===== src/rtl/sfm_tcdm_serializer.sv =====
// Splits each wide TCDM request into narrow beats, skipping beats with no byte enables,
// and reassembles in-order narrow read responses into one wide response.
module sfm_tcdm_serializer #(
    parameter int WIDE_DW   = 256,
    parameter int NARROW_DW = 64,
    parameter int ADDR_W    = 32
) (
    input  logic                     clk_i,
    input  logic                     rst_ni,
    input  logic                     clear_i,
    output logic                     busy_o,
    input  logic                     w_req_i,
    output logic                     w_gnt_o,
    input  logic [ADDR_W-1:0]        w_add_i,
    input  logic                     w_wen_i,
    input  logic [WIDE_DW/8-1:0]     w_be_i,
    input  logic [WIDE_DW-1:0]       w_data_i,
    output logic [WIDE_DW-1:0]       w_r_data_o,
    output logic                     w_r_valid_o,
    output logic                     n_req_o,
    output logic [ADDR_W-1:0]        n_add_o,
    output logic                     n_wen_o,
    output logic [NARROW_DW/8-1:0]   n_be_o,
    output logic [NARROW_DW-1:0]     n_data_o,
    input  logic                     n_gnt_i,
    input  logic [NARROW_DW-1:0]     n_r_data_i,
    input  logic                     n_r_valid_i
);

    localparam int N_BEATS = WIDE_DW / NARROW_DW;
    localparam int NBE     = NARROW_DW / 8;
    localparam int WBE     = WIDE_DW / 8;
    localparam int PTR_W   = $clog2(N_BEATS);

    typedef enum logic [1:0] {S_IDLE, S_ISSUE, S_DRAIN, S_RESP} state_t;

    function automatic logic [N_BEATS-1:0] f_beat_mask(input logic [WBE-1:0] be);
        logic [N_BEATS-1:0] m;
        for (int k = 0; k < N_BEATS; k++) m[k] = |be[k*NBE +: NBE];
        return m;
    endfunction

    // Returns {found, index} of the lowest enabled beat at or above 'from'.
    function automatic logic [PTR_W:0] f_next(input logic [N_BEATS-1:0] m, input logic [PTR_W:0] from);
        logic [PTR_W:0] r;
        r = '0;
        for (int k = N_BEATS - 1; k >= 0; k--)
            if (m[k] && (k >= int'(from))) r = {1'b1, PTR_W'(k)};
        return r;
    endfunction

    state_t                 r_state, w_state_nxt;
    logic                   r_busy;
    logic [ADDR_W-1:0]      r_add;
    logic                   r_wen;
    logic [WBE-1:0]         r_be;
    logic [WIDE_DW-1:0]     r_data;
    logic [PTR_W-1:0]       r_ip, r_rp;
    logic                   r_rdone;
    logic [WIDE_DW-1:0]     r_buf, r_rdata;
    logic                   r_n_req, r_n_wen;
    logic [ADDR_W-1:0]      r_n_add;
    logic [NBE-1:0]         r_n_be;
    logic [NARROW_DW-1:0]   r_n_data;

    logic [N_BEATS-1:0]     w_mask_in, w_mask;
    logic [PTR_W:0]         w_first, w_ip_nxt, w_rp_nxt;
    logic                   w_gnt, w_collect, w_rdone_now;

    assign w_mask_in   = f_beat_mask(w_be_i);
    assign w_mask      = f_beat_mask(r_be);
    assign w_first     = f_next(w_mask_in, '0);
    assign w_ip_nxt    = f_next(w_mask, {1'b0, r_ip} + 1'b1);
    assign w_rp_nxt    = f_next(w_mask, {1'b0, r_rp} + 1'b1);
    assign w_collect   = (r_state == S_ISSUE || r_state == S_DRAIN) && r_wen && n_r_valid_i && !r_rdone;
    assign w_rdone_now = r_rdone || (w_collect && !w_rp_nxt[PTR_W]);

    always_comb begin
        w_state_nxt = r_state;
        w_gnt       = 1'b0;
        case (r_state)
            S_IDLE: begin
                w_gnt = w_req_i & ~clear_i;
                if (w_gnt) begin
                    if (w_first[PTR_W])  w_state_nxt = S_ISSUE;
                    else if (w_wen_i)    w_state_nxt = S_RESP;
                end
            end
            S_ISSUE: begin
                if (n_gnt_i && !w_ip_nxt[PTR_W]) begin
                    if (!r_wen)           w_state_nxt = S_IDLE;
                    else if (w_rdone_now) w_state_nxt = S_RESP;
                    else                  w_state_nxt = S_DRAIN;
                end
            end
            S_DRAIN: if (w_rdone_now) w_state_nxt = S_RESP;
            S_RESP:  w_state_nxt = S_IDLE;
            default: w_state_nxt = S_IDLE;
        endcase
        if (clear_i) w_state_nxt = S_IDLE;
    end

    always_ff @(posedge clk_i or negedge rst_ni) begin
        if (!rst_ni) begin
            r_state <= S_IDLE;
            r_busy  <= 1'b0;
        end else begin
            r_state <= w_state_nxt;
            r_busy  <= (w_state_nxt != S_IDLE);
        end
    end

    always_ff @(posedge clk_i or negedge rst_ni) begin
        if (!rst_ni) begin
            r_add    <= '0;
            r_wen    <= 1'b0;
            r_be     <= '0;
            r_data   <= '0;
            r_ip     <= '0;
            r_rp     <= '0;
            r_rdone  <= 1'b0;
            r_buf    <= '0;
            r_rdata  <= '0;
            r_n_req  <= 1'b0;
            r_n_wen  <= 1'b0;
            r_n_add  <= '0;
            r_n_be   <= '0;
            r_n_data <= '0;
        end else if (clear_i) begin
            r_ip    <= '0;
            r_rp    <= '0;
            r_rdone <= 1'b0;
            r_buf   <= '0;
            r_n_req <= 1'b0;
        end else begin
            if (r_state == S_IDLE && w_gnt) begin
                r_add   <= w_add_i;
                r_wen   <= w_wen_i;
                r_be    <= w_be_i;
                r_data  <= w_data_i;
                r_buf   <= '0;
                r_rdone <= 1'b0;
                r_ip    <= w_first[PTR_W-1:0];
                r_rp    <= w_first[PTR_W-1:0];
                // First beat is loaded straight from the inputs so it issues the cycle after accept.
                if (w_first[PTR_W]) begin
                    r_n_req  <= 1'b1;
                    r_n_wen  <= w_wen_i;
                    r_n_add  <= w_add_i + ADDR_W'(int'(w_first[PTR_W-1:0]) * NBE);
                    r_n_be   <= w_be_i[int'(w_first[PTR_W-1:0])*NBE +: NBE];
                    r_n_data <= w_data_i[int'(w_first[PTR_W-1:0])*NARROW_DW +: NARROW_DW];
                end
            end
            if (r_state == S_ISSUE && n_gnt_i) begin
                if (w_ip_nxt[PTR_W]) begin
                    r_ip     <= w_ip_nxt[PTR_W-1:0];
                    r_n_add  <= r_add + ADDR_W'(int'(w_ip_nxt[PTR_W-1:0]) * NBE);
                    r_n_be   <= r_be[int'(w_ip_nxt[PTR_W-1:0])*NBE +: NBE];
                    r_n_data <= r_data[int'(w_ip_nxt[PTR_W-1:0])*NARROW_DW +: NARROW_DW];
                end else begin
                    r_n_req  <= 1'b0;
                end
            end
            if (w_collect) begin
                r_buf[int'(r_rp)*NARROW_DW +: NARROW_DW] <= n_r_data_i;
                if (w_rp_nxt[PTR_W]) r_rp    <= w_rp_nxt[PTR_W-1:0];
                else                 r_rdone <= 1'b1;
            end
            // Buffer is zeroed on the next accept, so the response is latched to hold it.
            if (r_state == S_RESP) r_rdata <= r_buf;
        end
    end

    assign busy_o      = r_busy;
    assign w_gnt_o     = w_gnt;
    assign w_r_valid_o = (r_state == S_RESP);
    assign w_r_data_o  = w_r_valid_o ? r_buf : r_rdata;
    assign n_req_o     = r_n_req;
    assign n_add_o     = r_n_add;
    assign n_wen_o     = r_n_wen;
    assign n_be_o      = r_n_be;
    assign n_data_o    = r_n_data;

endmodule


===== config.mk =====
export PLATFORM = sky130hd
export DESIGN_NAME = sfm_tcdm_serializer
export DESIGN_NICKNAME = d
export VERILOG_FILES = /design/src/rtl/sfm_tcdm_serializer.sv
export SDC_FILE = /design/constraint.sdc
export NUM_CORES = 2
export LEC_CHECK = 0
export ABC_AREA = 0
export BUFFER_PORTS_ARGS = -buffer_cell sky130_fd_sc_hd__buf_4
export CORE_ASPECT_RATIO = 1.2
export CORE_MARGIN = 2
export CORE_UTILIZATION = 35
export CTS_CLUSTER_DIAMETER = 100
export CTS_CLUSTER_SIZE = 10
export DETAILED_ROUTE_END_ITERATION = 12
export GPL_ROUTABILITY_DRIVEN = 1
export HOLD_SLACK_MARGIN = 0.05
export PLACE_DENSITY = 0.56
export SLEW_MARGIN = 20
export SYNTH_ARGS = -nofsm -noshare
export SYNTH_HDL_FRONTEND = slang
export SYNTH_SLANG_ARGS = --single-unit

===== constraint.sdc =====
create_clock -name clk_i -period 3.4 [get_ports clk_i]
set_clock_uncertainty 0.15 [all_clocks]
set_input_delay 0.68 -clock clk_i [delete_from_list [all_inputs] [get_ports clk_i]]
set_output_delay 0.68 -clock clk_i [all_outputs]
set_load 0.005 [all_outputs]

# Word level (Yosys, flattened, before mapping)
# Index checks and enable logic that the tools add are counted.
[word_totals] input_bits=391 ff_bits=947 output_inout_bits=365 word_cells=129
[classes] bitwise_logic=2 n_eq_ne=3 reduce_logical=32 shift=6 magnitude_cmp=8 n_addsub=5 muxes=57
[ops] op="$mux W256" count=5
[ops] op="$shiftx A256 B9 Y64" count=2
[ops] op="$bwmux W256" count=1
[ops] op="$mux W64" count=4
[ops] op="$shift A64 B33 Y256 const A" count=1
[ops] op="$shiftx A64 B33 Y256" count=1
[ops] op="$mux W32" count=4
[ops] op="$add A32 B5 Y32" count=2
[ops] op="$reduce_or A8 Y1" count=8
[ops] op="$shiftx A32 B6 Y8" count=2
[ops] op="$mux W3" count=12
[ops] op="$neg A8 Y33" count=1
[ops] op="$mux W8" count=4
[ops] op="$mux W2" count=15
[ops] op="$logic_and A1 B1 Y1" count=15
[ops] op="$ge A1 B3 Y1 const A" count=4
[ops] op="$ge A2 B3 Y1 const A" count=4
[ops] op="$mux W1" count=11
[ops] op="$pmux W2 S4" count=1
[ops] op="$add A2 B1 Y3 const B" count=2
[ops] op="$eq A2 B2 Y1 const B" count=2
[ops] op="$logic_not A1 Y1" count=3
[ops] op="$reduce_and A3 Y1" count=1
[ops] op="$eq A2 B1 Y1 const B" count=1
[ops] op="other kinds (6)" count=7

# Depth between registers and ports, before layout
[depth] ltp_word=16 ltp_mapped=15 mapped_depth_nobuf=12

# Worst setup path after synthesis
# Ideal clock, no wire load.
[synth_timing] kind="in2reg" from="in w_be_i[10]" to="reg r_n_add[19], in the netlist n_add_o[19]" arrival_time_ns=3.622 path_slack_ns=-0.495 path_stages=15 n_path_buf=3 setup_ns=0.123 required_ns=3.127 path_cell_list="nor4_1 -> nand2_1 -> o21ai_2 -> inv_2 -> buf_4 -> buf_2 -> ha_1 -> fa_1 -> and3_1 -> and4_1 -> nand2b_1 -> clkbuf_1 -> nor2_1 -> xor2_1 -> o221a_2"
[synth_between] elab_chain_cells=8
[synth_lines] element="start: declaration" line="16" source="input logic [WIDE_DW/8-1:0] w_be_i,"
[synth_lines] element="$reduce_or A8 Y1 *" line="39" source="for (int k = 0; k < N_BEATS; k++) m[k] = |be[k*NBE +: NBE];"
[synth_lines] element="$mux W3 * (2 in a row)" line="48" source="if (m[k] && (k >= int'(from))) r = {1'b1, PTR_W'(k)};"
[synth_lines] element="$add A32 B5 Y32" line="149" source="r_n_add <= w_add_i + ADDR_W'(int'(w_first[PTR_W-1:0]) * NBE);"
[synth_lines] element="$mux W32 *" line="146" source="if (w_first[PTR_W]) begin"
[synth_lines] element="$mux W32 *" line="136" source="if (r_state == S_IDLE && w_gnt) begin"
[synth_lines] element="$mux W32" line="155" source="if (w_ip_nxt[PTR_W]) begin"
[synth_lines] element="$mux W32 *" line="154" source="if (r_state == S_ISSUE && n_gnt_i) begin"
[synth_lines] element="end signal: assignment" line="149"
[synth_lines] element="end signal: assignment" line="157" source="r_n_add <= r_add + ADDR_W'(int'(w_ip_nxt[PTR_W-1:0]) * NBE);"
[synth_lines] element="end: declaration" line="62" source="logic [ADDR_W-1:0] r_n_add;"
# Mark *: on every way between the ends. The rest lies on a longest branch, timed or not.
# A chain may end at the register's enable or synchronous reset.

# Worst setup path after layout
[layout_timing] from="reg r_state[1]" to="out w_r_data_o[245]"
[layout_between] elab_chain_cells=2
[layout_lines] element="start: declaration" line="52" source="state_t r_state, w_state_nxt;"
[layout_lines] element="start signal: assignment" line="108" source="r_state <= w_state_nxt;"
[layout_lines] element="$eq A2 B2 Y1" line="176" source="assign w_r_valid_o = (r_state == S_RESP);"
[layout_lines] element="$mux W256"
[layout_lines] element="end: declaration" line="18" source="output logic [WIDE_DW-1:0] w_r_data_o,"
# No other way between the ends.

==> metrics.cfg <==
[route]
wl_met3_mm = 11.9
vias_per_cell = 5.45
avgRoutedWirePerCell_um = 23.4
wl_met2_mm = 75.5
route.detailed.drc = 0
vias = 36500
wl_met1_mm = 63.0
first_pass_iters = 6
ant_nets = 0
drtIter0Drc = 2906
top_layer = met5
drt_wl_total_mm = 156

[synthesis]
yosysWarnings = 0
syn_inst = 4182
yosys-top-cells-area = dfrtp_1 53%, mux2_2 14%, nand2_1 9.3%
async_reset_ff_share_pct = 100
syn_nets = 4590
seq_area_frac_synth_pct = 52.8
avgSynthCellArea_um2 = 10.0
synth_edf_count = 0
synth_top_area_share_pct = 52.8
synth_area_mm2 = 0.0419
ys_types = 67
synth-seq-cells = 883
ys.flop_type = dfrtp_1
synth_area_leader_cell = dfrtp_1

[global_routing]
grt_max_degree = 197
grt_pass1_vias = 36900
gr-usage-all-layers_pct = 25.1
grt-ovfl-total = 0
antenna_found_initial = 29
grt_pass1_wl_mm = 237

[worst_setup_path]
critPathMaxFanout = 30
crit_path_end_kind = primary output
reg2reg_depth = 13
r2r-end = n_add_o[18]
worst_ep_required_time_ns = 2.57
worstPathArrival_ns = 2.48
worstReg2RegStart = r_be[21]
setup.worst_path.start_class = flop
r2r_slack_ns = 0.27
path_class = reg -> out

[clock_tree]
cts_tree = yes
cts_made_buffers = 98
clock_latency_ns = 0.71
clockBufferDepth = 3
root_buffer = clkbuf_16
htree_levels = 3
cts.clk_slew.worst_paths_ns = 0.06
cts.sinks = 883

[die]
ios = 756
start_util_pct = 35.1
dieHeight_um = 383
die_w_um = 320
core_mm2 = 0.119
num_rows = 139
dieArea_mm2 = 0.122

[pwr]
leakagePower_nw = 26.8
p_per_area_mw_per_mm2 = 531
ir_drop_v = 0.000422

[timing]
relSlewSlack_pct = 23.1
setup_violations = 0
slew_violations = 0
rsz0062_at_grt = false
min_period_ns = 3.31
min_period_over_period_pct = 97.3
max_freq_mhz = 302
hold_viol = 0
tightestPinTransition_ns = 1.15
whs_ns = 0.105

[worst_hold_path]
hold_start = w_data_i[199]
hold_end = r_data[199]
hp-class = in -> reg
min_path_cells = 3

[final_layout]
final_cell_mix = 1036 x nand2_1, 883 x dfrtp_1, 863 x buf_4, 517 x mux2_2, 264 x nor2_1
final_nets = 5522
layout_commonest_cell = nand2_1
final_util_pct = 46.4
fin_area_mm2 = 0.0553
drive_gt1_share_pct = 31.5
area_growth_pct = 32.0
fillCellCount = 11200

[placement]
gp_congestion = 0.897
placedInstanceArea_mm2 = 0.0500
io_buffers = 755
post-dp-hpwl_mm = 104

[outcome]
outcome = finished clean

[flow_run]
cap_violations = 0

[logic make-up (layout without fill, tap and decap cells)]
logic type	Yosys count	after routing	share of synthesized area, %
and+or+nand+nor	1692	1692	17.0
DFF	883	883	52.8
AOI/OAI and AO/OA	675	675	11.3
muxes	518	518	13.9
buffers and inverters	345	1284	3.33
xor gates and xnor gates	52	52	1.09
adders and majority gates	17	17	0.544
other	0	26	0
[what timing repair did]
item / CTS / global route
hold buffers: 254 / 0
gates resized for setup: 0 / 5
hold endpoints to repair: 293 / 0
setup endpoints to repair: 162 / 25
pin swaps: 1 / 0
setup buffers: 3 / 0
[registers in the layout, indices dropped and copies added, names as in the netlist]
register,count
busy_o,1
n_add_o,32
n_be_o,8
n_data_o,64
n_req_o,1
n_wen_o,1
r_add,32
r_be,32
r_buf,256
r_data,192
r_ip,2
r_rdata,256
r_rdone,1
r_rp,2
r_state,2
r_wen,1
[synth_stat cells (27+ instances only)]
cell,count
buf_2,56
a31oi_1,121
mux2_2,517
clkbuf_1,236
and3_1,81
nand2_1,1039
o221a_2,31
a22oi_1,177
a21oi_1,141
dfrtp_1,883
o221a_1,27
nand3_1,212
xnor2_1,32
buf_1,28
a211oi_1,75
nor2_1,268
[how the worst max path moves through the flow]
stage | start | endpoint | slack (ns)
5_1_grt | r_state[0] | w_r_data_o[118] | 0.005
4_1_cts | r_state[0] | w_r_data_o[37] | 0.0009
3_3_place_gp | w_be_i[16] | n_add_o[17] | -0.15
3_5_place_dp | w_be_i[16] | n_add_o[17] | -0.16
6_report | r_state[1] | w_r_data_o[245] | 0.09
2_1_floorplan | w_be_i[16] | n_add_o[19] | -0.16
[routing by layer]
metal	track usage, %	vias to the layer above
met4	10.5	8
li1	-	16500
met5	0	-
met3	6.22	298
met2	41.8	1413
met1	31.1	18300
[final cells by class]
cell class              instances  area [um^2]  share of cell area [%]
diodes                         26         65.1                   0.118
clock buffers                  99         2470                    4.46
clock inverters                 8          166                   0.301
inverters                      16         70.1                   0.127
multi-input cells            2954        18600                    33.6
flip-flops and latches        883        22100                    40.0
well taps                    1551         1940                    3.51
repair buffers               1161         9870                    17.9
[per-stage QoR]
| stage | setup slack [ns] | total power, W | TNS (ns) | std cells |
|---|---|---|---|---|
| 2_1_floorplan | -0.164 | 0.0161 | -1.49 | 4182 |
| 3_3_place_gp | -0.153 | 0.0196 | -1.34 | 6308 |
| 3_5_place_dp | -0.155 | 0.0197 | -1.48 | 6308 |
| 4_1_cts | 0.000876 | 0.0296 | 0 | 6672 |
| 5_1_grt | 0.00453 | 0.0308 | 0 | 6692 |
| 6_report | 0.0931 | 0.0293 | 0 | 6698 |
[critical path: stages (launching register included)]
cell and delay (ns):
dfrtp_1 0.47, ha_4 0.25, buf_12 0.21, buf_12 0.25, mux2_2 0.39, buf_4 0.14
[report_power, final]
part | switching, W | internal [W]
sequential | 0.00118 | 0.0122
combinational | 0.00354 | 0.00299
clock | 0.00436 | 0.00514
Note: power is estimated with default switching activity, not from simulation.
